<file path="src/rtl/phaser_in_tap_ctrl_if.sv">
// Command/response handshake between a sequencer (master) and the phaser
// tap controller (slave).
interface phaser_in_tap_ctrl_if;
    logic       cmd_valid;
    logic       cmd_ready;
    logic [2:0] cmd_op;
    logic [5:0] cmd_arg;
    logic [1:0] cmd_rank;
    logic       rsp_valid;
    logic [5:0] rsp_data;
    logic       rsp_err;

    modport master (
        output cmd_valid, cmd_op, cmd_arg, cmd_rank,
        input  cmd_ready, rsp_valid, rsp_data, rsp_err
    );

    modport slave (
        input  cmd_valid, cmd_op, cmd_arg, cmd_rank,
        output cmd_ready, rsp_valid, rsp_data, rsp_err
    );
endinterface

</file>
<file path="src/rtl/phaser_in_tap_ctrl.sv">
// Phaser input tap controller: turns single commands into phaser strobe
// sequences (counter load/read, fine delay steps, ICLKDIV edge advance)
// with settle time between strobes and a one-cycle completion response.
//
// state   | meaning
// IDLE    | ready for a command
// STROBE  | one phaser strobe is high this cycle
// WAIT_RD | waiting for the counter read data to become valid
// SETTLE  | idle cycles after a strobe; fine ops may loop back to STROBE
// DONE    | rsp_valid pulse, back to IDLE next cycle
module phaser_in_tap_ctrl #(
    parameter int SETTLE_CYCLES = 8,
    parameter int READ_LAT      = 2
) (
    input  logic                 SYSCLK,
    input  logic                 DIVIDERST,
    phaser_in_tap_ctrl_if.slave  bus,
    output logic                 counterloaden,
    output logic [5:0]           counterloadval,
    output logic                 counterreaden,
    input  logic [5:0]           counterreadval,
    output logic                 fineenable,
    output logic                 fineinc,
    input  logic                 fineoverflow,
    output logic                 edgeadv,
    output logic [1:0]           ranksel
);

    localparam logic [2:0] OP_LOAD  = 3'd0;
    localparam logic [2:0] OP_READ  = 3'd1;
    localparam logic [2:0] OP_FINC  = 3'd2;
    localparam logic [2:0] OP_FDEC  = 3'd3;
    localparam logic [2:0] OP_EDGE  = 3'd4;

    localparam logic [7:0] SETTLE_LOAD = 8'(SETTLE_CYCLES - 1);
    localparam logic [2:0] RD_LOAD     = 3'(READ_LAT - 1);

    typedef enum logic [2:0] {IDLE, STROBE, WAIT_RD, SETTLE, DONE} state_t;

    state_t     state;
    logic [2:0] op_q;
    logic [5:0] arg_q;
    logic [5:0] step_cnt;
    logic [7:0] settle_cnt;
    logic [2:0] rd_cnt;
    logic       is_fine;

    assign is_fine = (op_q == OP_FINC) || (op_q == OP_FDEC);

    // Sequencer: state, counters and every output are registered here so the
    // phaser only ever sees glitch-free, single-cycle strobes.
    always_ff @(posedge SYSCLK or negedge DIVIDERST) begin
        if (!DIVIDERST) begin
            state          <= IDLE;
            op_q           <= '0;
            arg_q          <= '0;
            step_cnt       <= '0;
            settle_cnt     <= '0;
            rd_cnt         <= '0;
            bus.cmd_ready  <= 1'b0;
            bus.rsp_valid  <= 1'b0;
            bus.rsp_data   <= '0;
            bus.rsp_err    <= 1'b0;
            counterloaden  <= 1'b0;
            counterloadval <= '0;
            counterreaden  <= 1'b0;
            fineenable     <= 1'b0;
            fineinc        <= 1'b0;
            edgeadv        <= 1'b0;
            ranksel        <= '0;
        end else begin
            counterloaden  <= 1'b0;
            counterloadval <= '0;
            counterreaden  <= 1'b0;
            fineenable     <= 1'b0;
            edgeadv        <= 1'b0;
            bus.rsp_valid  <= 1'b0;
            case (state)
                IDLE: begin
                    if (bus.cmd_valid && bus.cmd_ready) begin
                        op_q          <= bus.cmd_op;
                        arg_q         <= bus.cmd_arg;
                        ranksel       <= bus.cmd_rank;
                        step_cnt      <= '0;
                        bus.cmd_ready <= 1'b0;
                        fineinc       <= (bus.cmd_op == OP_FINC);
                        case (bus.cmd_op)
                            OP_LOAD: begin
                                state          <= STROBE;
                                counterloaden  <= 1'b1;
                                counterloadval <= bus.cmd_arg;
                            end
                            OP_READ: begin
                                state         <= STROBE;
                                counterreaden <= 1'b1;
                            end
                            OP_FINC, OP_FDEC: begin
                                if (bus.cmd_arg == '0) begin
                                    state         <= DONE;
                                    bus.rsp_valid <= 1'b1;
                                    bus.rsp_data  <= '0;
                                    bus.rsp_err   <= 1'b0;
                                end else begin
                                    state      <= STROBE;
                                    fineenable <= 1'b1;
                                end
                            end
                            OP_EDGE: begin
                                state   <= STROBE;
                                edgeadv <= 1'b1;
                            end
                            default: begin
                                state         <= DONE;
                                bus.rsp_valid <= 1'b1;
                                bus.rsp_data  <= '0;
                                bus.rsp_err   <= 1'b1;
                            end
                        endcase
                    end else begin
                        bus.cmd_ready <= 1'b1;
                    end
                end
                STROBE: begin
                    if (op_q == OP_READ) begin
                        state  <= WAIT_RD;
                        rd_cnt <= RD_LOAD;
                    end else begin
                        state      <= SETTLE;
                        settle_cnt <= SETTLE_LOAD;
                        if (is_fine) step_cnt <= step_cnt + 6'd1;
                    end
                end
                WAIT_RD: begin
                    if (rd_cnt == '0) begin
                        state         <= DONE;
                        bus.rsp_valid <= 1'b1;
                        bus.rsp_data  <= counterreadval;
                        bus.rsp_err   <= 1'b0;
                    end else begin
                        rd_cnt <= rd_cnt - 3'd1;
                    end
                end
                SETTLE: begin
                    // An overflowing delay line ends the fine op at once;
                    // rsp_data reports how many steps actually landed.
                    if (is_fine && fineoverflow) begin
                        state         <= DONE;
                        bus.rsp_valid <= 1'b1;
                        bus.rsp_data  <= step_cnt;
                        bus.rsp_err   <= 1'b1;
                        settle_cnt    <= '0;
                    end else if (settle_cnt == '0) begin
                        if (is_fine && (step_cnt != arg_q)) begin
                            state      <= STROBE;
                            fineenable <= 1'b1;
                        end else begin
                            state         <= DONE;
                            bus.rsp_valid <= 1'b1;
                            bus.rsp_err   <= 1'b0;
                            bus.rsp_data  <= is_fine ? step_cnt :
                                             (op_q == OP_LOAD) ? arg_q : 6'd0;
                        end
                    end else begin
                        settle_cnt <= settle_cnt - 8'd1;
                    end
                end
                DONE: begin
                    state         <= IDLE;
                    bus.cmd_ready <= 1'b1;
                    fineinc       <= 1'b0;
                    step_cnt      <= '0;
                end
                default: state <= IDLE;
            endcase
        end
    end

endmodule

</file>
<file path="src/flat_wrapper.sv">
// flat-port wrapper written by rule: the top's interface ports become plain ports
module phaser_in_tap_ctrl_flat 
#(
    parameter int SETTLE_CYCLES = 8,
    parameter int READ_LAT      = 2
)
  (SYSCLK, DIVIDERST, counterloaden, counterloadval, counterreaden, counterreadval, fineenable, fineinc, fineoverflow, edgeadv, ranksel, bus_cmd_valid, bus_cmd_op, bus_cmd_arg, bus_cmd_rank, bus_cmd_ready, bus_rsp_valid, bus_rsp_data, bus_rsp_err);
  phaser_in_tap_ctrl_if bus_i ();
  input  logic SYSCLK;
  input  logic DIVIDERST;
  output logic counterloaden;
  output logic [5:0] counterloadval;
  output logic counterreaden;
  input  logic [5:0] counterreadval;
  output logic fineenable;
  output logic fineinc;
  input  logic fineoverflow;
  output logic edgeadv;
  output logic [1:0] ranksel;
  input wire logic [$bits(bus_i.cmd_valid)-1:0] bus_cmd_valid;
  input wire logic [$bits(bus_i.cmd_op)-1:0] bus_cmd_op;
  input wire logic [$bits(bus_i.cmd_arg)-1:0] bus_cmd_arg;
  input wire logic [$bits(bus_i.cmd_rank)-1:0] bus_cmd_rank;
  output wire logic [$bits(bus_i.cmd_ready)-1:0] bus_cmd_ready;
  output wire logic [$bits(bus_i.rsp_valid)-1:0] bus_rsp_valid;
  output wire logic [$bits(bus_i.rsp_data)-1:0] bus_rsp_data;
  output wire logic [$bits(bus_i.rsp_err)-1:0] bus_rsp_err;
  assign bus_i.cmd_valid = bus_cmd_valid;
  assign bus_i.cmd_op = bus_cmd_op;
  assign bus_i.cmd_arg = bus_cmd_arg;
  assign bus_i.cmd_rank = bus_cmd_rank;
  assign bus_cmd_ready = bus_i.cmd_ready;
  assign bus_rsp_valid = bus_i.rsp_valid;
  assign bus_rsp_data = bus_i.rsp_data;
  assign bus_rsp_err = bus_i.rsp_err;
  phaser_in_tap_ctrl #(.SETTLE_CYCLES(SETTLE_CYCLES), .READ_LAT(READ_LAT)) u_core (.SYSCLK(SYSCLK), .DIVIDERST(DIVIDERST), .bus(bus_i), .counterloaden(counterloaden), .counterloadval(counterloadval), .counterreaden(counterreaden), .counterreadval(counterreadval), .fineenable(fineenable), .fineinc(fineinc), .fineoverflow(fineoverflow), .edgeadv(edgeadv), .ranksel(ranksel));
endmodule
</file>
<file path="config.mk">
export PLATFORM = sky130hd
export DESIGN_NAME = phaser_in_tap_ctrl_flat
export DESIGN_NICKNAME = d
export VERILOG_FILES = /design/src/rtl/phaser_in_tap_ctrl_if.sv /design/src/rtl/phaser_in_tap_ctrl.sv /design/src/flat_wrapper.sv
export SDC_FILE = /design/constraint.sdc
export NUM_CORES = 1
export LEC_CHECK = 0
export BUFFER_PORTS_ARGS = -buffer_cell sky130_fd_sc_hd__buf_2
export CAP_MARGIN = 20
export CORE_UTILIZATION = 45
export DETAILED_ROUTE_END_ITERATION = 12
export PLACE_DENSITY = 0.64
export SLEW_MARGIN = 5
export SYNTH_ARGS = -nofsm -noshare
export SYNTH_HDL_FRONTEND = slang
export SYNTH_SLANG_ARGS = --single-unit
</file>
<file path="constraint.sdc">
create_clock -name SYSCLK -period 3.5 [get_ports SYSCLK]
set_input_delay 0.7 -clock SYSCLK [delete_from_list [all_inputs] [get_ports SYSCLK]]
set_output_delay 0.7 -clock SYSCLK [all_outputs]
set_load 0.01 [all_outputs]
</file>
==> results of run 1 <==
[placed cells by master (no fill, tap or decap), types with 6 or more instances in the layout]
cell type / instances
clkbuf_8: 6
dfrtp_1: 51
nor3b_1: 7
nor2_1: 22
and2_1: 9
buf_2: 42
inv_1: 10
mux2_4: 7
nand4_1: 6
mux2_2: 11
nand2_1: 8
o21ai_0: 16
a21oi_1: 16
xor2_1: 14
[stage by stage]
stage | total power, mW | utilization [%] | area (µm²) | setup slack [ns] | hold WS (ns)
final | 2.12 | 53.5 | 2960 | 1.21 | 0.458
after global routing | 2.29 | 53.5 | 2960 | 1.02 | 0.510
after CTS | 2.14 | 53.5 | 2960 | 1.21 | 0.489
after detailed placement | 1.80 | 51.9 | 2880 | 1.01 | 0.488
after global placement | 1.79 | 51.9 | 2880 | 1.06 | 0.486
after floorplan | 1.57 | - | 2600 | 1.27 | 0.404
[power groups by stage]
stage                     Sequential (mW)  Clock, mW  Combinational, mW
after floorplan                     0.892          0              0.675
after global placement              0.959          0              0.829
after detailed placement            0.961          0              0.841
after CTS                           0.949      0.346              0.844
after global routing                0.981      0.373              0.932
final                               0.949      0.334              0.832
[cell families (layout without fill, tap and decap cells)]
group                      count (synthesis)  count (layout)  synth area share (%)
DFF                                       51              51                  49.1
xor gates and xnor gates                  16              16                  5.39
AOI/OAI and AO/OA                         47              47                  12.2
muxes                                     19              19                  9.19
adders and majority gates                  5               5                  2.41
buffers and inverters                     18              61                  2.98
and+or+nand+nor                           82              82                  18.8
[area by class of cell]
type                    count  area (µm²)
clock buffers               6        82.6
clock inverters             1        5.00
fillers                   500        2580
inverters                  10        37.5
multi-input cells         169        1250
flip-flops and latches     51        1280
well taps                  72        90.1
repair buffers             44         225
[flip-flops by register name (all words and copies together), names as in the netlist]
| register | cells |
|---|---|
| u_core.arg_q | 6 |
| u_core.bus.cmd_ready | 1 |
| u_core.bus.rsp_data | 6 |
| u_core.bus.rsp_err | 1 |
| u_core.bus.rsp_valid | 1 |
| u_core.counterloaden | 1 |
| u_core.counterloadval | 6 |
| u_core.counterreaden | 1 |
| u_core.edgeadv | 1 |
| u_core.fineenable | 1 |
| u_core.fineinc | 1 |
| u_core.op_q | 3 |
| u_core.ranksel | 2 |
| u_core.rd_cnt | 3 |
| u_core.settle_cnt | 8 |
| u_core.state | 3 |
| u_core.step_cnt | 6 |
[worst max-delay path by stage]
| stage | start | endpoint | cells past startpoint | slack [ns] |
|---|---|---|---|---|
| 6_report | u_core.state[0]$_DFFE_PN0P_ | u_core.bus.rsp_data[4]$_DFFE_PN0P_ | 5 | 1.21 |
| 5_1_grt | u_core.state[0]$_DFFE_PN0P_ | u_core.bus.rsp_data[4]$_DFFE_PN0P_ | 5 | 1.02 |
| 4_1_cts | u_core.state[0]$_DFFE_PN0P_ | u_core.bus.rsp_data[1]$_DFFE_PN0P_ | 5 | 1.21 |
| 3_5_place_dp | bus_cmd_arg[1] | u_core.bus.rsp_data[1]$_DFFE_PN0P_ | 6 | 1.01 |
| 3_3_place_gp | bus_cmd_arg[1] | u_core.bus.rsp_data[5]$_DFFE_PN0P_ | 6 | 1.06 |
| 2_1_floorplan | bus_cmd_arg[1] | u_core.bus.rsp_data[0]$_DFFE_PN0P_ | 5 | 1.27 |
[per-layer routing]
layer	GRT usage, %	vias to the layer above	wire length [µm]
li1	-	927	-
met1	24.9	883	2530
met2	30.8	32	2430
met3	3.26	5	194
met4	5.74	0	36
met5	0	-	0
[synth_stat cells (2+ instances only)]
| cell type | number | area share (%) |
|---|---|---|
| nor2_1 | 22 | 3.2 |
| buf_4 | 2 | 0.58 |
| clkbuf_1 | 4 | 0.58 |
| nand4_1 | 6 | 1.4 |
| buf_2 | 2 | 0.39 |
| nor2b_1 | 3 | 0.72 |
| nand3_1 | 2 | 0.39 |
| xor2_1 | 14 | 4.7 |
| o21ai_0 | 16 | 3.1 |
| a21oi_1 | 16 | 3.1 |
| dfrtp_1 | 51 | 49 |
| ha_1 | 5 | 2.4 |
| xnor2_1 | 2 | 0.67 |
| nand3b_1 | 3 | 0.87 |
| nor3b_1 | 7 | 2.0 |
| nand2b_1 | 3 | 0.72 |
| mux2_2 | 11 | 4.8 |
| mux2_4 | 7 | 4.0 |
| nor3_1 | 5 | 0.96 |
| nor4_1 | 2 | 0.48 |
| and3_1 | 2 | 0.48 |
| or3b_2 | 2 | 0.67 |
| inv_1 | 10 | 1.4 |
| nand2_1 | 8 | 1.2 |
| o22ai_1 | 2 | 0.48 |
| and2_1 | 9 | 2.2 |
==> metrics.md, run 1 <==
| Metric | Value |
|---|---|
| Run status | `complete, no violations` |
| Synth Flop Type | `dfrtp_1` |
| CP Capture Type | `flip-flop` |
| Mapped Area | `2600 µm²` |
| Layout cells sized above 1 | `28.1%` |
| N_diodes | `0` |
| DR iter-0 viols | `91` |
| Worst-margin pin slew | `0.738 ns` |
| Top delay family on crit path | `flip-flops` |
| Fmax | `437 MHz` |
| WL final | `5190 µm` |
| Post-synth EDFFs | `0` |
| Global-route wire length before repair | `8760 µm` |
| Peak VDD IR | `0.334 mV` |
| Crit start category | `flip-flop` |
| Critical path's largest stage delay | `0.81 ns` |
| Gr ovfl total | `0` |
| Clock power frac | `15.8%` |
| Fin Setup TNS | `0 ns` |
| CTS H-tree lvls | `2` |
| Slew Limit Fails | `0` |
| Leak | `1.40 nW` |
| Final cell count without fillers | `353` |
| Int Power | `1.32 mW` |
| CTS Buf Count | `5` |
| Comb pwr share | `39.3%` |
| Seq/Total Area, Yosys | `49.1%` |
| Final Hold Fails | `0` |
| Synth Instances | `238` |
| Critical R2R Capture | `u_core.bus.rsp_data[4]$_DFFE_PN0P_` |
| Maxcap violations | `0` |
| Setup CP Type | `flip-flop to flip-flop` |
| CTS root buf | `clkbuf_8` |
| # port buffers | `42` |
| Seq cells post-synth | `51` |
| Crit path required time | `3.69 ns` |
| Nets@finish | `307` |
| Worst Clk Skew | `0.00780 ns` |
| Switch share | `37.5%` |
| # setup viols final | `0` |
| DRC | `0` |
| CTS clk-pin slew, worst paths | `0.08 ns` |
| Core Rows | `27` |
| Cells along the critical path | `nor4_4 > buf_4 > a222oi_1 > o21ai_4 > mux2_4` |
| Initial antenna violation count | `0` |
| Hold Buf Count CTS | `0` |
| Pwr Density | `714 nW/µm²` |
| Initial Util | `46.9%` |
| Fin crit period | `2.29 ns` |
| Via density | `5.23` |
| Reg2reg setup slack | `1.21 ns` |
| Antenna viol nets, final | `0` |
| Total GRT Usage | `18.6%` |
| Reg-to-reg startpoint | `u_core.state[0]$_DFFE_PN0P_` |
| Via Count | `1847` |
| DP Cell Count | `346` |
| Top-level I/O count | `43` |
| Buf/Inv on CP | `1` |
| Vias in the first global route | `1869` |
| Worst r2r path cells | `5` |
| Post-DR wirelength/cell | `14.7 µm` |
| Ys Warns | `0` |
| # Post-CTS Setup Buffers | `0` |
| HPWL after detailed placement | `3920 µm` |
| Largest net degree at the start of global routing | `34` |
| CP max FO | `24` |
| Synth cell types | `48` |
| Die Y-Extent | `78.0 µm` |
| Psw | `0.793 mW` |
| Clock sinks | `51` |
| Post-synth ARST share | `100%` |
| Die X | `78.0 µm` |
| Drt pass-1 iters | `4` |
| Fin crit share | `65.4%` |
| Clk_lat worst skew | `0.30 ns` |
| Worst hold path type | `input pin to async pin` |
| Area Growth Syn to Fin | `14.0%` |
| CTS tree | `built` |
| Core ar. | `5540 µm²` |
| Full die area | `6090 µm²` |
| Clk buf depth | `2` |
| Max_slew headroom | `50.4%` |
| Placer Congestion | `0.836` |
| Resized cells post-CTS | `0` |
| WP data arrival | `2.47 ns` |
| RSZ-0062 raised after global routing | `false` |
| Average size of a mapped cell | `10.9 µm²` |
| CP max-delay cell | `dfrtp_1` |
| Mapped Nets | `264` |
| Reg power frac | `44.9%` |
(Power assumes the default switching activity.)
==> run 2: changes to the inputs <==
clock period = 2.2 ns   (was 3.5 ns; I/O delays follow)
==> run 2 against run 1 <==
Sequential power grew 54%. Non-clock buffer count grew 12. Cell count grew 3.7%. Die area is the same. Clock power grew 63%. Critical path depth grew 1. Worst hold slack lost 0.36 ns. Clock skew is essentially flat. Critical endpoint is now u_core.bus.rsp_data[5]$_DFFE_PN0P_. Largest power group is now combinational logic.
==> metrics.md, run 2 (synthesis gave the netlist of run 1 again) <==
| Metric | Value |
|---|---|
| CP max FO | `9 (was 24)` |
| Max_slew headroom | `63.5% (was 50.4%)` |
| WP data arrival | `2.25 ns (was 2.47 ns)` |
| Clk buf depth | `2 (unchanged)` |
| Setup CP Type | `flip-flop to flip-flop (unchanged)` |
| Fin Setup TNS | `0 ns (unchanged)` |
| Worst hold path type | `input pin to async pin (unchanged)` |
| Vias in the first global route | `1925 (was 1869)` |
| Met3 global-route usage | `3.49% (was 3.26%)` |
| Clock sinks | `51 (unchanged)` |
| CTS H-tree lvls | `2 (unchanged)` |
| Worst Clk Skew | `0.00776 ns (was 0.00780 ns)` |
| Initial Util | `46.9% (unchanged)` |
| Crit start category | `flip-flop (unchanged)` |
| Core ar. | `5540 µm² (unchanged)` |
| Pwr Density | `1150 nW/µm² (was 714 nW/µm²)` |
| GRT busiest layer | `met2 (unchanged)` |
| Top-level I/O count | `43 (unchanged)` |
| Maxcap violations | `0 (unchanged)` |
| Fin crit period | `2.05 ns (was 2.29 ns)` |
| Gr ovfl total | `0 (unchanged)` |
| Total GRT Usage | `20.1% (was 18.6%)` |
| Buf/Inv on CP | `1 (unchanged)` |
| DRC | `0 (unchanged)` |
| Global-route wire length before repair | `9390 µm (was 8760 µm)` |
| Initial antenna violation count | `0 (unchanged)` |
| Largest net degree at the start of global routing | `25 (was 34)` |
| Placer Congestion | `0.855 (was 0.836)` |
| Full die area | `6090 µm² (unchanged)` |
| Register name with the most flops | `u_core.settle_cnt (unchanged)` |
| CTS Buf Count | `5 (unchanged)` |
| Top delay family on crit path | `compound AO/OA/AOI/OAI gates (was flip-flops)` |
| Antenna viol nets, final | `0 (unchanged)` |
| RSZ-0062 raised after global routing | `false (unchanged)` |
| Most common cell after layout, fill and taps aside | `dfrtp_1 (unchanged)` |
| Via density | `5.35 (was 5.23)` |
| M2 GR Usage | `32.8% (was 30.8%)` |
| DR iter-0 viols | `82 (was 91)` |
| Worst-margin pin slew | `0.548 ns (was 0.738 ns)` |
| CTS tree | `built (unchanged)` |
| CP Capture Type | `flip-flop (unchanged)` |
| Slew Limit Fails | `0 (unchanged)` |
| CP max-delay cell | `dfrtp_1 (unchanged)` |
| Nets@finish | `319 (was 307)` |
| Cells along the critical path | `nand2b_1 > nor2_1 > a222oi_1 > o21ai_4 > buf_12 > mux2_4 (was nor4_4 > buf_4 > a222oi_1 > o21ai_4 > mux2_4)` |
| Fmax | `487 MHz (was 437 MHz)` |
| Final Hold Fails | `0 (unchanged)` |
| Clk_lat worst skew | `0.31 ns (was 0.30 ns)` |
| Leak | `1.46 nW (was 1.40 nW)` |
| WL final | `5560 µm (was 5190 µm)` |
| Run status | `complete, no violations (unchanged)` |
| # port buffers | `42 (unchanged)` |
| Crit path required time | `2.40 ns (was 3.69 ns)` |
| Via Count | `1958 (was 1847)` |
| Drt pass-1 iters | `4 (unchanged)` |
| Critical path's largest stage delay | `0.54 ns (was 0.81 ns)` |
| HPWL after detailed placement | `4160 µm (was 3920 µm)` |
| Area Growth Syn to Fin | `17.9% (was 14.0%)` |
| Die Y-Extent | `78.0 µm (unchanged)` |
| Layout cells sized above 1 | `31.3% (was 28.1%)` |
| Met1 Use GR | `27.4% (was 24.9%)` |
| Largest register FFs | `8 (unchanged)` |
| N_diodes | `0 (unchanged)` |
| CTS root buf | `clkbuf_8 (unchanged)` |
| Min Hold Slack | `0.0964 ns (was 0.458 ns)` |
| Peak VDD IR | `0.475 mV (was 0.334 mV)` |
| Post-DR wirelength/cell | `15.2 µm (was 14.7 µm)` |
| Fin crit share | `93.3% (was 65.4%)` |
| CTS clk-pin slew, worst paths | `0.10 ns (was 0.08 ns)` |
| Core Rows | `27 (unchanged)` |
| Most frequent cells in the layout | `dfrtp_1 (51), buf_2 (42), nor2_1 (22), a21oi_1 (16), o21ai_0 (16) (unchanged)` |
| # setup viols final | `0 (unchanged)` |
| Die X | `78.0 µm (unchanged)` |
| Hold Buf Count CTS | `0 (unchanged)` |
==> run 2: layer usage <==
metal | wire [µm] | vias up
li1 | - | 951
met1 | 2580 | 966
met2 | 2690 | 35
met3 | 217 | 6
met4 | 71 | 0
met5 | 0 | -
==> run 2: final timing paths <==
check,start,slack [ns],cells past startpoint,endpoint
min,DIVIDERST,0.1,1,u_core.counterreaden$_DFF_PN0_
min reg2reg,u_core.ranksel[0]$_DFFE_PN0P_,0.51,1,u_core.ranksel[0]$_DFFE_PN0P_
max in group asynchronous,DIVIDERST,1.48,2,u_core.step_cnt[2]$_DFFE_PN0P_
min in group SYSCLK,bus_cmd_op[1],0.36,2,u_core.counterreaden$_DFF_PN0_
max reg2reg,u_core.state[2]$_DFFE_PN0P_,0.15,6,u_core.bus.rsp_data[5]$_DFFE_PN0P_
max,u_core.state[2]$_DFFE_PN0P_,0.15,6,u_core.bus.rsp_data[5]$_DFFE_PN0P_
==> run 2: report_power, final <==
part	switching [mW]	leakage, nW	internal [mW]
registers	0.260	0.656	1.20
logic	0.758	0.754	0.749
clock network	0.320	0.0483	0.224
total	1.34	1.46	2.17
==> run 2: timing repair <==
action	CTS	global route
setup endpoints to repair	0	7
resized for setup	0	0
buffers inserted	0	1
==> run 2: area by class of cell <==
class                   instances  area (µm²)
clock buffers                   5        68.8
fillers                       517        2470
clock inverters                 3        18.8
repair buffers                 56         328
inverters                      10        37.5
well taps                      72        90.1
flip-flops and latches         51        1280
multi-input cells             169        1250
==> run 2: through the flow <==
step	utilization [%]	cells	instance area, µm²	worst slack (ns)	power, mW
after floorplan	-	238	2600	0.226	2.49
after global placement	53.4	357	2960	0.0292	2.93
after detailed placement	53.4	357	2960	0.0148	2.96
after CTS	55.0	365	3050	0.0997	3.51
after global routing	55.3	366	3070	0.0677	3.77
final	55.3	366	3070	0.148	3.51
==> run 3: changes to the inputs <==
ABC_AREA = 1   (was default)
==> run 3 against run 2 <==
Critical path depth increased by 2. Clock-buffer cell count unchanged. Flip-flop and latch count unchanged. Highest routed layer unchanged. Die area grew 4.0%. Clock skew up 0.0057 ns. Area after synthesis is 4.1% higher. First-iteration DRC count rose by 43%. Cell area is 0.94% higher. Power is 3.8% higher. Sequential power about the same. Cell count up 26%. Register-to-register slack improved by 0.22 ns.
==> metrics.md, run 3 <==
| Metric | Value |
|---|---|
| Yosys top cell by area | `dfrtp_1 (unchanged)` |
| Core Rows | `27 (unchanged)` |
| # setup viols final | `0 (unchanged)` |
| CP max FO | `12 (was 9)` |
| RSZ-0062 raised after global routing | `false (unchanged)` |
| Top post-synthesis cells by count | `nand2_1 (96), dfrtp_1 (51), inv_1 (37), nor2_1 (36), nand3_1 (30) (was dfrtp_1 (51), nor2_1 (22), a21oi_1 (16), o21ai_0 (16), xor2_1 (14))` |
| Total power | `3.64 mW (was 3.51 mW)` |
| Clock sinks | `51 (unchanged)` |
| Layout cells sized above 1 | `19.5% (was 31.3%)` |
| Gr ovfl total | `0 (unchanged)` |
| Run status | `complete, no violations (unchanged)` |
| Worst hold path type | `input pin to async pin (unchanged)` |
| Nets@finish | `416 (was 319)` |
| Vias in the first global route | `2224 (was 1925)` |
| WP data arrival | `2.08 ns (was 2.25 ns)` |
| Largest family of logic cells by synthesized area | `simple AND/OR/NAND/NOR gates (unchanged)` |
| Register name with the most flops | `u_core.settle_cnt (unchanged)` |
| Clk buf depth | `2 (unchanged)` |
| Most common cell after layout, fill and taps aside | `nand2_1 (was dfrtp_1)` |
| Die X | `79.6 µm (was 78.0 µm)` |
| Fin crit period | `1.83 ns (was 2.05 ns)` |
| Largest net degree at the start of global routing | `29 (was 25)` |
| Synth Flop Type | `dfrtp_1 (unchanged)` |
| CTS H-tree lvls | `2 (unchanged)` |
| Fill count | `556 (was 517)` |
| Peak VDD IR | `0.718 mV (was 0.475 mV)` |
| Maxcap violations | `0 (unchanged)` |
| Area Growth Syn to Fin | `14.3% (was 17.9%)` |
| Most frequent cells in the layout | `nand2_1 (96), dfrtp_1 (51), buf_2 (42), inv_1 (37), nor2_1 (36) (was dfrtp_1 (51), buf_2 (42), nor2_1 (22), a21oi_1 (16), o21ai_0 (16))` |
| Fmax | `546 MHz (was 487 MHz)` |
| Cells along the critical path | `inv_1 > nor2_4 > inv_2 > nor2_1 > nand2_2 > nand2_4 > nand2_1 > nand2_1 (was nand2b_1 > nor2_1 > a222oi_1 > o21ai_4 > buf_12 > mux2_4)` |
| Mux cell area share after synthesis | `0% (was 9.19%)` |
| Largest register FFs | `8 (unchanged)` |
| Post-synthesis xor/xnor area fraction | `1.94% (was 5.39%)` |
| Critical path's largest stage delay | `0.60 ns (was 0.54 ns)` |
| CTS clk-pin slew, worst paths | `0.10 ns (about the same)` |
| Top-level I/O count | `43 (unchanged)` |
| Leak | `1.66 nW (was 1.46 nW)` |
| Min Hold Slack | `0.121 ns (was 0.0964 ns)` |
| Synth cell types | `31 (was 48)` |
| Drt pass-1 iters | `4 (unchanged)` |
| Initial Util | `48.0% (was 46.9%)` |
| Seq/Total Area, Yosys | `47.2% (was 49.1%)` |
| Via density | `5.03 (was 5.35)` |
| Slew Limit Fails | `0 (unchanged)` |
| Via Count | `2322 (was 1958)` |
| Antenna viol nets, final | `0 (unchanged)` |
| Max_slew headroom | `60.8% (was 63.5%)` |
| Pwr Density | `1180 nW/µm² (was 1150 nW/µm²)` |
| Ys Warns | `0 (unchanged)` |
| WL final | `5990 µm (was 5560 µm)` |
| Share of the synthesized area in the top cell type | `47.2% (was 49.1%)` |
| Average size of a mapped cell | `7.89 µm² (was 10.9 µm²)` |
| Setup CP Type | `flip-flop to flip-flop (unchanged)` |
| CTS tree | `built (unchanged)` |
| Placer Congestion | `0.834 (was 0.855)` |
| Final Hold Fails | `0 (unchanged)` |
| Seq cells post-synth | `51 (unchanged)` |
| N_diodes | `0 (unchanged)` |
| Mapped Area | `2710 µm² (was 2600 µm²)` |
| Most frequent cell after synthesis | `nand2_1 (was dfrtp_1)` |
| DRC | `0 (unchanged)` |
| Compound-cell area share of the yosys netlist | `9.57% (was 12.2%)` |
| Final core occ | `54.8% (was 55.3%)` |
| Fin crit share | `83.3% (was 93.3%)` |
| Worst Clk Skew | `0.0135 ns (was 0.00776 ns)` |
| CTS root buf | `clkbuf_8 (unchanged)` |
| Resized cells post-CTS | `0 (unchanged)` |
| Post-synth ARST share | `100% (unchanged)` |
| Fin Setup TNS | `0 ns (unchanged)` |
| Initial antenna violation count | `0 (unchanged)` |
| # port buffers | `42 (unchanged)` |
| Cell mode on critical path | `nand2_1` |
| DR iter-0 viols | `117 (was 82)` |
| Crit start category | `flip-flop (unchanged)` |
| Post-Synth Adder-Cell Area | `2.31% (was 2.41%)` |
| Synth Instances | `343 (was 238)` |
| CTS Buf Count | `5 (unchanged)` |
| Top cells by area, synth | `dfrtp_1 (47%), nand2_1 (13%), nand3_1 (5.5%) (was dfrtp_1 (49%), mux2_2 (4.8%), xor2_1 (4.7%))` |
| Hold Buf Count CTS | `0 (unchanged)` |
| Clk_lat worst skew | `0.30 ns (was 0.31 ns)` |
| HPWL after detailed placement | `4620 µm (was 4160 µm)` |
| Reg area | `1280 µm² (unchanged)` |
| CP max-delay cell | `dfrtp_1 (unchanged)` |
| Core ar. | `5640 µm² (was 5540 µm²)` |
| CP Capture Type | `flip-flop (unchanged)` |
| # Post-CTS Setup Buffers | `0 (unchanged)` |
| Post-synth EDFFs | `0 (unchanged)` |
| Full die area | `6330 µm² (was 6090 µm²)` |
| Multi-input logic area | `1240 µm² (was 1250 µm²)` |
| Final cell count without fillers | `462 (was 366)` |
| Crit path required time | `2.45 ns (was 2.40 ns)` |
| Global-route wire length before repair | `10500 µm (was 9390 µm)` |
| Die Y-Extent | `79.6 µm (was 78.0 µm)` |
| DP Cell Count | `455 (was 357)` |
| Mapped Nets | `369 (was 264)` |
| Simple-gate area share of the yosys netlist | `31.9% (was 18.8%)` |
| Post-DR wirelength/cell | `13.0 µm (was 15.2 µm)` |
| Worst-margin pin slew | `0.588 ns (was 0.548 ns)` |
| Total GRT Usage | `21.2% (was 20.1%)` |
[run 3: logic make-up (layout without fill, tap and decap cells)]
logic type / count (synthesis) / after routing
DFF: 51 / 51
and+or+nand+nor: 187 / 187
AOI/OAI and AO/OA: 45 / 45
buffers and inverters: 49 / 96
xor gates and xnor gates: 6 / 6
adders and majority gates: 5 / 5
[run 3: layout make-up]
class | count | area share [%]
Sequential cell | 51 | 41.2
Multi-Input combinational cell | 243 | 40.0
Timing Repair Buffer | 44 | 7.68
Inverter | 45 | 5.46
Tap cell | 72 | 2.91
Clock buffer | 5 | 2.22
Clock inverter | 2 | 0.445
[run 3: critical path, delay by kind of cell, from the launching register on]
| family | cells | cell delay, ns |
|---|---|---|
| DFF | 1 | 0.60 |
| and+or+nand+nor | 6 | 0.88 |
| buffers and inverters | 2 | 0.29 |
[run 3: stage by stage]
step           area, µm²  setup WS, ns
2_1_floorplan       2710         0.861
3_3_place_gp        3010         0.471
3_5_place_dp        3010         0.398
4_1_cts             3090         0.382
5_1_grt             3090         0.150
6_report            3090         0.368
[run 3: metal layers]
| metal | up-vias | track usage (%) | wire length, µm | share of wire, % |
|---|---|---|---|---|
| met2 | 61 | 32.0 | 2670 | 45 |
| met4 | 0 | 5.64 | 90 | 1.5 |
| met3 | 12 | 5.03 | 297 | 5.0 |
| li1 | 1190 | - | - | - |
| met5 | - | 0 | 0 | 0 |
| met1 | 1059 | 30.3 | 2930 | 49 |
[run 3: where the power goes]
group	internal (mW)	switching [mW]	total [mW]
Sequential	1.22	0.223	1.44
Combinational	0.567	1.10	1.67
Clock	0.218	0.312	0.531
[run 3: final timing paths]
path / from / to / slack, ns / depth (start not counted)
hold / removal: DIVIDERST / u_core.counterloadval[3]$_DFF_PN0_ / 0.12 / 1
setup / recovery: u_core.state[1]$_DFFE_PN0P_ / u_core.bus.rsp_err$_DFFE_PN0P_ / 0.37 / 8
max in group asynchronous: DIVIDERST / u_core.settle_cnt[0]$_DFFE_PN0P_ / 1.51 / 2
min in group SYSCLK: bus_cmd_op[1] / u_core.counterreaden$_DFF_PN0_ / 0.32 / 2
hold reg to reg: u_core.ranksel[1]$_DFFE_PN0P_ / u_core.ranksel[1]$_DFFE_PN0P_ / 0.47 / 2
setup reg to reg: u_core.state[1]$_DFFE_PN0P_ / u_core.bus.rsp_err$_DFFE_PN0P_ / 0.37 / 8
